--- src/rtl/bcd_decoder_arbiter.sv ---
// Round-robin arbiter sharing one BCD-to-one-hot decoder among N_REQ requesters.
// Optional macro BCD_DECODER_ARBITER_DIGIT_CHECK_EN rejects digits >9 through a one-cycle ERR state.
module bcd_decoder_arbiter #(
  parameter int N_REQ       = 4,
  parameter int HOLD_CYCLES = 8
) (
  input  logic                 clk,
  input  logic                 rst,
  input  logic [N_REQ-1:0]     req,
  input  logic [4*N_REQ-1:0]   bcd_in,
  output logic [3:0]           dec_in,
  output logic [N_REQ-1:0]     grant,
  output logic [N_REQ-1:0]     done,
  output logic                 busy,
  output logic                 err
);

  localparam int IDX_W = $clog2(N_REQ);
  localparam int CNT_W = (HOLD_CYCLES > 1) ? $clog2(HOLD_CYCLES) : 1;
  localparam logic [CNT_W-1:0] CNT_LOAD = CNT_W'(HOLD_CYCLES - 1);
  localparam logic [IDX_W-1:0] PTR_RST  = IDX_W'(N_REQ - 1);
  localparam logic [3:0]       DEC_OFF  = 4'hF;

`ifdef BCD_DECODER_ARBITER_DIGIT_CHECK_EN
  typedef enum logic [1:0] {S_IDLE, S_HOLD, S_ERR} state_t;
`else
  typedef enum logic {S_IDLE, S_HOLD} state_t;
`endif

  state_t           state;
  logic [IDX_W-1:0] ptr;
  logic [IDX_W-1:0] win;
  logic [CNT_W-1:0] cnt;

  logic [IDX_W:0]   pick;
  logic             found;
  logic [IDX_W-1:0] cand;
  logic [3:0]       cand_dig;
  logic [N_REQ-1:0] cand_oh;

  // Search from ptr+1 upward; walking k downward lets the nearest hit win.
  function automatic logic [IDX_W:0] rr_pick(input logic [N_REQ-1:0] r,
                                             input logic [IDX_W-1:0] p);
    logic [IDX_W:0] res;
    int             c;
    res = '0;
    for (int k = N_REQ; k >= 1; k--) begin
      c = (int'(p) + k) % N_REQ;
      if (r[c[IDX_W-1:0]]) res = {1'b1, c[IDX_W-1:0]};
    end
    return res;
  endfunction

  assign pick     = rr_pick(req, ptr);
  assign found    = pick[IDX_W];
  assign cand     = pick[IDX_W-1:0];
  assign cand_dig = bcd_in[{cand, 2'b00} +: 4];
  assign cand_oh  = N_REQ'(1) << cand;

`ifndef BCD_DECODER_ARBITER_DIGIT_CHECK_EN
  assign err = 1'b0;
`endif

  always_ff @(posedge clk) begin
    if (rst) begin
      state  <= S_IDLE;
      ptr    <= PTR_RST;
      win    <= '0;
      cnt    <= '0;
      grant  <= '0;
      done   <= '0;
      busy   <= 1'b0;
      dec_in <= DEC_OFF;
`ifdef BCD_DECODER_ARBITER_DIGIT_CHECK_EN
      err    <= 1'b0;
`endif
    end else begin
      done <= '0;
`ifdef BCD_DECODER_ARBITER_DIGIT_CHECK_EN
      err  <= 1'b0;
`endif
      case (state)
        S_IDLE: begin
          if (found) begin
            win   <= cand;
            grant <= cand_oh;
            busy  <= 1'b1;
`ifdef BCD_DECODER_ARBITER_DIGIT_CHECK_EN
            if (cand_dig > 4'd9) begin
              state  <= S_ERR;
              dec_in <= DEC_OFF;
              err    <= 1'b1;
              done   <= cand_oh;
            end else
`endif
            begin
              state  <= S_HOLD;
              dec_in <= cand_dig;
              cnt    <= CNT_LOAD;
              // A single-cycle dwell completes in the very cycle it starts.
              if (HOLD_CYCLES == 1) done <= cand_oh;
            end
          end
        end
        S_HOLD: begin
          if (cnt == '0) begin
            state  <= S_IDLE;
            ptr    <= win;
            grant  <= '0;
            busy   <= 1'b0;
            dec_in <= DEC_OFF;
          end else begin
            cnt <= cnt - 1'b1;
            // done is registered, so it is raised one edge before cnt reaches 0.
            if (cnt == CNT_W'(1)) done <= grant;
          end
        end
`ifdef BCD_DECODER_ARBITER_DIGIT_CHECK_EN
        S_ERR: begin
          state  <= S_IDLE;
          ptr    <= win;
          grant  <= '0;
          busy   <= 1'b0;
          dec_in <= DEC_OFF;
        end
`endif
        default: state <= S_IDLE;
      endcase
    end
  end

endmodule

--- config.mk ---
export PLATFORM = sky130hd
export DESIGN_NAME = bcd_decoder_arbiter
export DESIGN_NICKNAME = d
export VERILOG_FILES = /design/src/rtl/bcd_decoder_arbiter.sv
export SDC_FILE = /design/constraint.sdc
export NUM_CORES = 1
export LEC_CHECK = 0
export CORE_ASPECT_RATIO = 0.9
export CORE_MARGIN = 3
export CORE_UTILIZATION = 48
export CTS_CLUSTER_DIAMETER = 30
export DETAILED_ROUTE_END_ITERATION = 10
export GPL_TIMING_DRIVEN = 1
export PLACE_DENSITY = 0.8
export REMOVE_ABC_BUFFERS = 1
export SYNTH_ARGS = -nofsm -noshare
export SYNTH_HDL_FRONTEND = slang
export SYNTH_SLANG_ARGS = --single-unit
--- constraint.sdc ---
create_clock -name clk -period 2.6 [get_ports clk]
set_input_delay 0.52 -clock clk [delete_from_list [all_inputs] [get_ports clk]]
set_output_delay 0.52 -clock clk [all_outputs]
set_load 0.02 [all_outputs]
---- Word-level counts from Yosys, hierarchy flattened ----
Cells that the tools add are included.
word-level totals
  input bits .............................. 22
  word-level logic and storage cells ...... 58
  bits in registers ....................... 21
  output and inout bits ................... 14
operators by class
  $lt $le $gt $ge ......................... 4
  shift operators ......................... 2
  equal/unequal tests ..................... 4
  muxes and demuxes ....................... 27
  bitwise gates (word level) .............. 2
  reduce and logical (&&, ||, !) cells .... 6
  add/sub/neg operators ................... 5
operator list
  kind                                                                           number
  3-bit 2-to-1 mux                                                               6
  4-bit 2-to-1 mux                                                               4
  4-bit one-hot mux with 2 select lines                                          2
  16-bit by 5-bit indexed part select with 4-bit output                          1
  2-bit by 3-bit less-than comparator with 1-bit output (second input constant)  4
  1-bit binary-select mux with 2-bit select                                      4
  1-bit 2-to-1 mux                                                               8
  2-bit AND reduction                                                            4
  3-bit one-hot mux with 2 select lines                                          1
  2-bit by 1-bit adder with 2-bit output (second input constant)                 2
  2-bit adder (second input constant)                                            2
  2-bit inequality test (second input constant)                                  2
  1-bit one-hot mux with 2 select lines                                          2
  4-bit OR reduction                                                             1
  1-bit by 2-bit << shifter with 4-bit output (first input constant)             1
  3-bit by 1-bit == test with 1-bit output (second input constant)               1
  3-bit zero test                                                                1
  3-bit by 1-bit subtractor with 3-bit output (second input constant)            1
  2-bit by 1-bit inequality test with 1-bit output (second input constant)       1
  1-bit inverter                                                                 2

---- Logic depth before layout (Yosys ltp) ----
Gate-level depths: netlist (run 1).
  word-level depth ........................ 10
  gate-level depth with buffers ........... 7
  depth with buffers taken out ............ 6

---- Least setup slack after synthesis (run 1) ----
OpenSTA, ideal clock, no wires.
  path type ............................... input to register
  from .................................... input req[1]
  to ...................................... register grant[0]
  stages .................................. 5
  buffers on the path ..................... 1
  setup time .............................. 67 ps
  data required time ...................... 2533 ps
  arrival ................................. 1566 ps
  setup slack ............................. 967 ps
  cell sequence ........................... buf_2 -> mux2i_1 -> o221ai_4 -> or3b_1 -> a21oi_2
on the way
  longest elaborated chain between the ends .. 9
  elaborated cells on any way between the ends .. 17
  those cells by class .................... 1 x eq/ne; 1 x shift; 14 x mux; 1 x reduce/logical
ends and longest elaborated chain
  element                                      line  text
  from (decl)                                  9     input logic [N_REQ-1:0] req,
  1-bit binary-select mux with 2-bit select    49    if (r[c[IDX_W-1:0]]) res = {1'b1, c[IDX_W-1:0]};
  1-bit 2-to-1 mux (not written as such)       49
  3-bit 2-to-1 mux (3 in a row)                49
  3-bit 2-to-1 mux (*)                         49
  1-bit by 2-bit << shifter with 4-bit output  58    assign cand_oh = N_REQ'(1) << cand;
  4-bit 2-to-1 mux                             84    if (found) begin
  4-bit one-hot mux with 2 select lines        82    case (state)
  to (signal assigned)                         86    grant <= cand_oh;
  to (decl)                                    12    output logic [N_REQ-1:0] grant,
Every way passes the cells marked *; elsewhere a longest branch is shown, timed or not. The select of a mux whose other input is x is not followed.
A chain may end at the register's enable or synchronous reset.

---- Worst setup path in the final report (run 1) ----
  from .................................... input req[0]
  to ...................................... register grant[0]
The elaborated chain is that of the path after synthesis.

==> metrics, run 1 <==
status completed; Compound-Gate Fraction of Synth Area 0.265; Initial Utilization 0.534; CTS tree done; Hold EP done[0]$_SDFF_PP0_; power per cell area approximately 510 mW/mm²; Worst Path Arrival 2.24 ns; hold-fix buffer count after cts 0; Worst Setup Path Type input port to register; Fmax achieved a little over 0.5 GHz; CTS HTree Levels 1; Design Power 750 µW; Reg2Reg Depth 6; Max FO, Critical Path 7; most frequent cells in the layout 34 x clkdlybuf4s50_1, 21 x dfxtp_1, 20 x nor2_1; clock share of power 0.216; area growth from synthesis to layout 35.3%; Post-DP HPWL a little under 2000 µm; Seq pwr share 0.495; grt total ovfl 0; Post-Place Cells 190; Vias per Instance 5.48; crit end category register; Post-Synth XOR/XNOR Area 0.00809; Clock Pin Slew Worst Setup and Hold Paths roughly 0.12 ns; DRT Wirelength about 2500 µm; Die H 51.0 µm; CP top delay family buffers and inverters; ant diodes 0; Worst R2R End dec_in[3]$_SDFFE_PP1P_; Yosys reg bits 21; slowest CP cell clkdlybuf4s50_1; number of cells on the worst hold path 2; Syn Area/Cell between 8 and 9 µm²; DIE AREA about 0.0029 mm²; clock root buffer clkbuf_4; r2r startpoint cnt[0]$_SDFFE_PP0P_; Primary FF master, synth dfxtp_1; number of global-route vias before repair between 1000 and 1500; Vias 1063; sw frac 0.317; first-pass GRT wire length 4380 µm; Finish-stage setup viols 0; Int Pwr ~510 µW; share of layout cells above drive strength 1 0.0592; number of max-cap violations 0; Gate power share 0.289; GRT Total Usage 0.198; dominant cells by area after synthesis dfxtp_1 39%, nor2_1 6.9%, inv_1 5.2%, a21oi_1 5.1%, o21ai_0 5.1%; number of flops mapped to enable cells by yosys 0; main combinational cell family by area after synthesis compound AO/OA/AOI/OAI gates; standard-cell rows 15; area leader, netlist dfxtp_1; most common cell after layout, fill and taps aside clkdlybuf4s50_1; WHS around 0.46 ns; Hold Vio Cnt, Final 0; Worst Path Required approximately 2.9 ns; Detailed Route Iter0 Violations 34; clock latency on the worst-skew pair 0.31 ns; Synth Area in Simple Gates 0.172; Period minus WS final between 1.5 and 2 ns; RePlAce Congestion approximately 0.8; sequential area share after synthesis 0.388; pre-CTS setup slack roughly 0.30 ns; cells after synthesis 134; hold path start grant[0]$_SDFFE_PP0P_; drt wl/cell around 13 µm; Syn. warnings 0; die width around 56 µm; core area 0.00203 mm²; CP Cell Sequence clkdlybuf4s50_1 -> inv_1 -> o21ai_0 -> a221o_1 -> or3b_1 -> a21oi_2; adder-cell share of the synthesized area 0.0347; Bufs and invs on worst path 2; setup TNS 0 ns; post-synth top area share 0.388; Startpoint Class input port; CTS sink cnt 21; crit-path max cell delay approximately 0.62 ns; 1st-pass router iterations 6; Ports 36; CTS resizes 0; Clock Skew 0.00282 ns; final setup margin between 0.6 and 0.7 ns; Post-CTS Setup Inserts 0; Async S/R FF share, synth 0; DRC 0; critical path depth in cells 6; VDD IR max approximately 390 µV; multiplexer share of the synthesized area 0.0462; post-route insts no fill between 150 and 200; CTS Buffer Depth 2; Netlist cell types 35; HP Class register to register; CTS Buf Count 3; Antenna Nets Post-Route 0; initial antenna violation count 0; Net count, final 195; Port Buffers 34; switching power of the nets approximately 240 µW; pins over their slew limit 0; final worst path period share 0.761; largest net degree at the start of global routing 13; Leak between 0.5 and 0.6 nW; register-to-register setup slack 0.90 ns; RSZ-0062 raised after global routing no; Post-Syn Area about 0.0011 mm²
## metal layers
layer / global-route usage / routed length, µm / up-vias
li1: - / - / 533
met1: 0.236 / 1110 / 476
met2: 0.331 / 1150 / 50
met3: 0.0657 / 249 / 4
met4: 0.0751 / 34 / 0
met5: 0 / 0 / -
## area by class of cell
type / instances / area, µm²
Multi-Input combinational cell: 93 / 573
Fill cell: 158 / 563
Sequential cell: 21 / 420
Timing Repair Buffer: 36 / 355
Inverter: 15 / 56.3
Tap cell: 25 / 31.3
Clock buffer: 3 / 22.5
Clock inverter: 1 / 5.00
## cell usage after synthesis (all sizes together) (3+ instances only)
cell type and instances:
ha 3, inv 15, buf 4, o21ai 12
dfxtp 21, nor2 20, nand3 6, mux2i 5
nand2 6, o22ai 5, a21oi 13
## per-stage QoR
step                      utilization  instance area [µm²]
after floorplan                     -                 1050
after global placement          0.709                 1440
after detailed placement        0.709                 1440
after CTS                       0.722                 1460
after global routing            0.722                 1460
final                           0.722                 1460
## state kept, by name, indices dropped and copies added (netlist names)
name,count
dec_in,4
done,4
grant,4
cnt,3
ptr,2
win,2
busy,1
state,1
## logic make-up after synthesis
logic type               Yosys count
AO/OA/AOI/OAI                     43
XOR/XNOR                           1
adder cells (fa/ha/maj)            3
buffers and inverters             20
flip-flops                        21
multiplexers                       5
other                              1
AND/OR/NAND/NOR                   40
## tightest hold or removal path, delay by kind of cell (launching register included)
kind	cells	cell delay, ns
buf+inv	1	0.05
flops	1	0.35
simple gates	1	0.03
## power groups by stage
stage	clock [mW]	sequential (mW)	combinational [mW]
floorplan	0	0.391	0.105
global placement	0	0.377	0.209
detailed placement	0	0.378	0.216
CTS	0.164	0.371	0.218
global route	0.175	0.375	0.240
finish	0.162	0.371	0.217
## how the worst max path moves through the flow
stage                        endpoint   start  slack (ns)
2_1_floorplan  dec_in[0]$_SDFFE_PP1P_  req[3]        1.00
3_3_place_gp   dec_in[1]$_SDFFE_PP1P_  req[1]        0.41
3_5_place_dp    grant[0]$_SDFFE_PP0P_  req[0]        0.30
4_1_cts         grant[0]$_SDFFE_PP0P_  req[0]        0.63
5_1_grt         grant[0]$_SDFFE_PP0P_  req[0]        0.50
6_report        grant[0]$_SDFFE_PP0P_  req[0]        0.62
(Power assumes the default switching activity.)
==> run 2, diff against run 1 <==
CORE_UTILIZATION = 44   (was 48)
PLACE_DENSITY = 0.74   (was 0.8)
clock period = 1.9 ns   (was 2.6 ns; I/O delays follow)
==> run 2 against run 1 <==
  * Global-route usage shrank 1.5 points
  * Register-to-register slack worse by 0.68 ns
  * Sequential share of layout area fell by 1.4 points
  * Via count increased by 2.0%
  * Sequential cell count stayed put
  * Worst hold slack lost 0.0055 ns
  * Routed wire length is 2.5% higher
  * Critical path depth stayed put
  * Highest routed layer unchanged
  * Largest power group unchanged
==> metrics, run 2 (synthesized netlist as in run 1, its figures left out) <==
status completed (unchanged); ant diodes 0 (unchanged); Post-DP HPWL 2040 µm (was 1980 µm); DRT Wirelength 2610 µm (was 2550 µm); Max FO, Critical Path 7 (unchanged); DR top layer met4 (unchanged); Fmax achieved between 0.5 and 0.6 GHz; Net count, final 204 (was 195); Clock Skew 0.00107 ns (was 0.00282 ns); number of cells on the worst hold path 2 (unchanged); Reg2Reg Depth 4 (was 6); Multi-input gate area 578 µm² (was 573 µm²); RSZ-0062 raised after global routing no (unchanged); FF/Latch Area 420 µm² (unchanged); area growth from synthesis to layout 42.1% (was 35.3%); Die H 53.1 µm (was 51.0 µm); CTS Buffer Depth 2 (unchanged); Detailed Route Iter0 Violations 23 (was 34); r2r startpoint ptr[1]$_SDFFE_PP1P_ (was cnt[0]$_SDFFE_PP0P_); first-pass GRT wire length 4260 µm (was 4380 µm); HP Class register to register (unchanged); Period minus WS final approximately 1.8 ns; Filler Cell Count 199 (was 158); met3 layer wire length in the routed design 186 µm (was 249 µm); Finish-stage setup viols 0 (unchanged); Startpoint Class input port (unchanged); Hold EP done[3]$_SDFF_PP0_ (was done[0]$_SDFF_PP0_); Met1 Wirelength 1220 µm (was 1110 µm); core area 0.00226 mm² (was 0.00203 mm²); Ports 36 (unchanged); CTS tree done (unchanged); VDD IR max 523 µV (was 386 µV); Design Power 1.05 mW (was 750 µW); DIE AREA 0.00309 mm² (was 0.00286 mm²); register-to-register setup slack 0.22 ns (was 0.90 ns); number of global-route vias before repair 1018 (was 1004); Vias 1084 (was 1063); RePlAce Congestion 0.777 (was 0.810); standard-cell rows 16 (was 15); GRT Total Usage 0.183 (was 0.198); initial antenna violation count 0 (unchanged); Worst Path Arrival 1.97 ns (was 2.24 ns); final worst path period share 0.935; grt total ovfl 0 (unchanged); CTS sink cnt 21 (unchanged); crit end category register (unchanged); post-route insts no fill 205 (was 194); Worst Path Required 2.09 ns (was 2.86 ns); Post-Place Cells 201 (was 190); Post-CTS Setup Inserts 0 (unchanged); DRC 0 (unchanged); Port Buffers 34 (unchanged); setup TNS 0 ns (unchanged); CTS HTree Levels 1 (unchanged); most common cell after layout, fill and taps aside clkdlybuf4s50_1 (unchanged); WHS 0.453 ns (was 0.458 ns); die width 58.3 µm (was 56.1 µm); CTS Buf Count 3 (unchanged); hold path start grant[3]$_SDFFE_PP0P_ (was grant[0]$_SDFFE_PP0P_); routed length on met2 1190 µm (was 1150 µm); pins over their slew limit 0 (unchanged); largest net degree at the start of global routing 15 (was 13); Initial Utilization 0.478 (was 0.534); most frequent cells in the layout 34 x clkdlybuf4s50_1, 21 x dfxtp_1, 19 x nor2_1 (was 34 x clkdlybuf4s50_1, 21 x dfxtp_1, 20 x nor2_1); drt wl/cell 12.7 µm (was 13.1 µm); share of layout cells above drive strength 1 0.112 (was 0.0592); final setup margin 0.123 ns (was 0.620 ns); clock latency on the worst-skew pair 0.30 ns (was 0.31 ns); number of max-cap violations 0 (unchanged); Leak 0.629 nW (was 0.589 nW); Worst R2R End grant[0]$_SDFFE_PP0P_ (was dec_in[3]$_SDFFE_PP1P_); Antenna Nets Post-Route 0 (unchanged); Clock Pin Slew Worst Setup and Hold Paths 0.12 ns (about the same); Vias per Instance 5.29 (was 5.48); clock root buffer clkbuf_4 (unchanged); Worst Setup Path Type input port to register (unchanged); 1st-pass router iterations 4 (was 6); pre-CTS setup slack -0.228 ns (was 0.300 ns); Hold Vio Cnt, Final 0 (unchanged); power per cell area 684 mW/mm² (was 513 mW/mm²); Regs by FF count dec_in x4, done x4, grant x4 (unchanged)
-- run 2: cell count changes in the layout (fill, tap and decap cells not counted), sizes merged --
cell / before / now
clkinv: 1 / 0
clkbuf: 3 / 4
buf: 2 / 11
-- run 2: final cells by class --
cell class	instances	share of cell area
flip-flops and latches	21	0.273
well taps	27	0.0220
repair buffers	45	0.275
clock buffers	4	0.0171
multi-input cells	93	0.376
inverters	15	0.0366
-- run 2: worst max path at each step --
stage	startpoint	endpoint	slack [ns]	cells past startpoint
2_1_floorplan	ptr[1]$_SDFFE_PP1P_	grant[0]$_SDFFE_PP0P_	0.41	4
3_3_place_gp	req[0]	grant[0]$_SDFFE_PP0P_	-0.12	6
3_5_place_dp	req[3]	dec_in[3]$_SDFFE_PP1P_	-0.23	6
4_1_cts	req[3]	dec_in[3]$_SDFFE_PP1P_	0.10	6
5_1_grt	req[0]	dec_in[3]$_SDFFE_PP1P_	0.002	6
6_report	req[3]	dec_in[3]$_SDFFE_PP1P_	0.12	6
-- run 2: metrics by stage --
stage | instance area [µm²] | util
after floorplan | 1050 | -
after global placement | 1510 | 0.666
after detailed placement | 1510 | 0.666
after CTS | 1530 | 0.678
after global routing | 1540 | 0.680
final | 1540 | 0.680
-- run 2: worst max-delay path, cell delays in order --
cell             delay (ns)
clkdlybuf4s50_1        0.59
nor2b_2                0.25
a21oi_2                0.06
o221ai_4               0.31
mux2i_1                0.26
o22ai_1                0.11
-- run 2: what timing repair did --
action                                  CTS  global route
hold buffers                              0             0
resized for setup                         0             2
endpoints found under the setup margin    0             3
-- run 2: per-layer routing --
layer | up-vias | global-route usage
met5 | - | 0
met4 | 0 | 0.0772
met3 | 4 | 0.0659
met2 | 40 | 0.301
met1 | 492 | 0.213
li1 | 548 | -
-- run 2: where the power goes --
| group | switching (mW) | total [mW] | internal [mW] |
|---|---|---|---|
| registers | 0.0314 | 0.508 | 0.477 |
| clock network | 0.137 | 0.218 | 0.0818 |
| logic | 0.159 | 0.325 | 0.166 |
==> run 3, diff against run 2 <==
SKIP_CTS_REPAIR_TIMING = 1   (was unset)
==> results of run 3 <==
No change in the layout: final DEF, timing and power equal those of run 2.
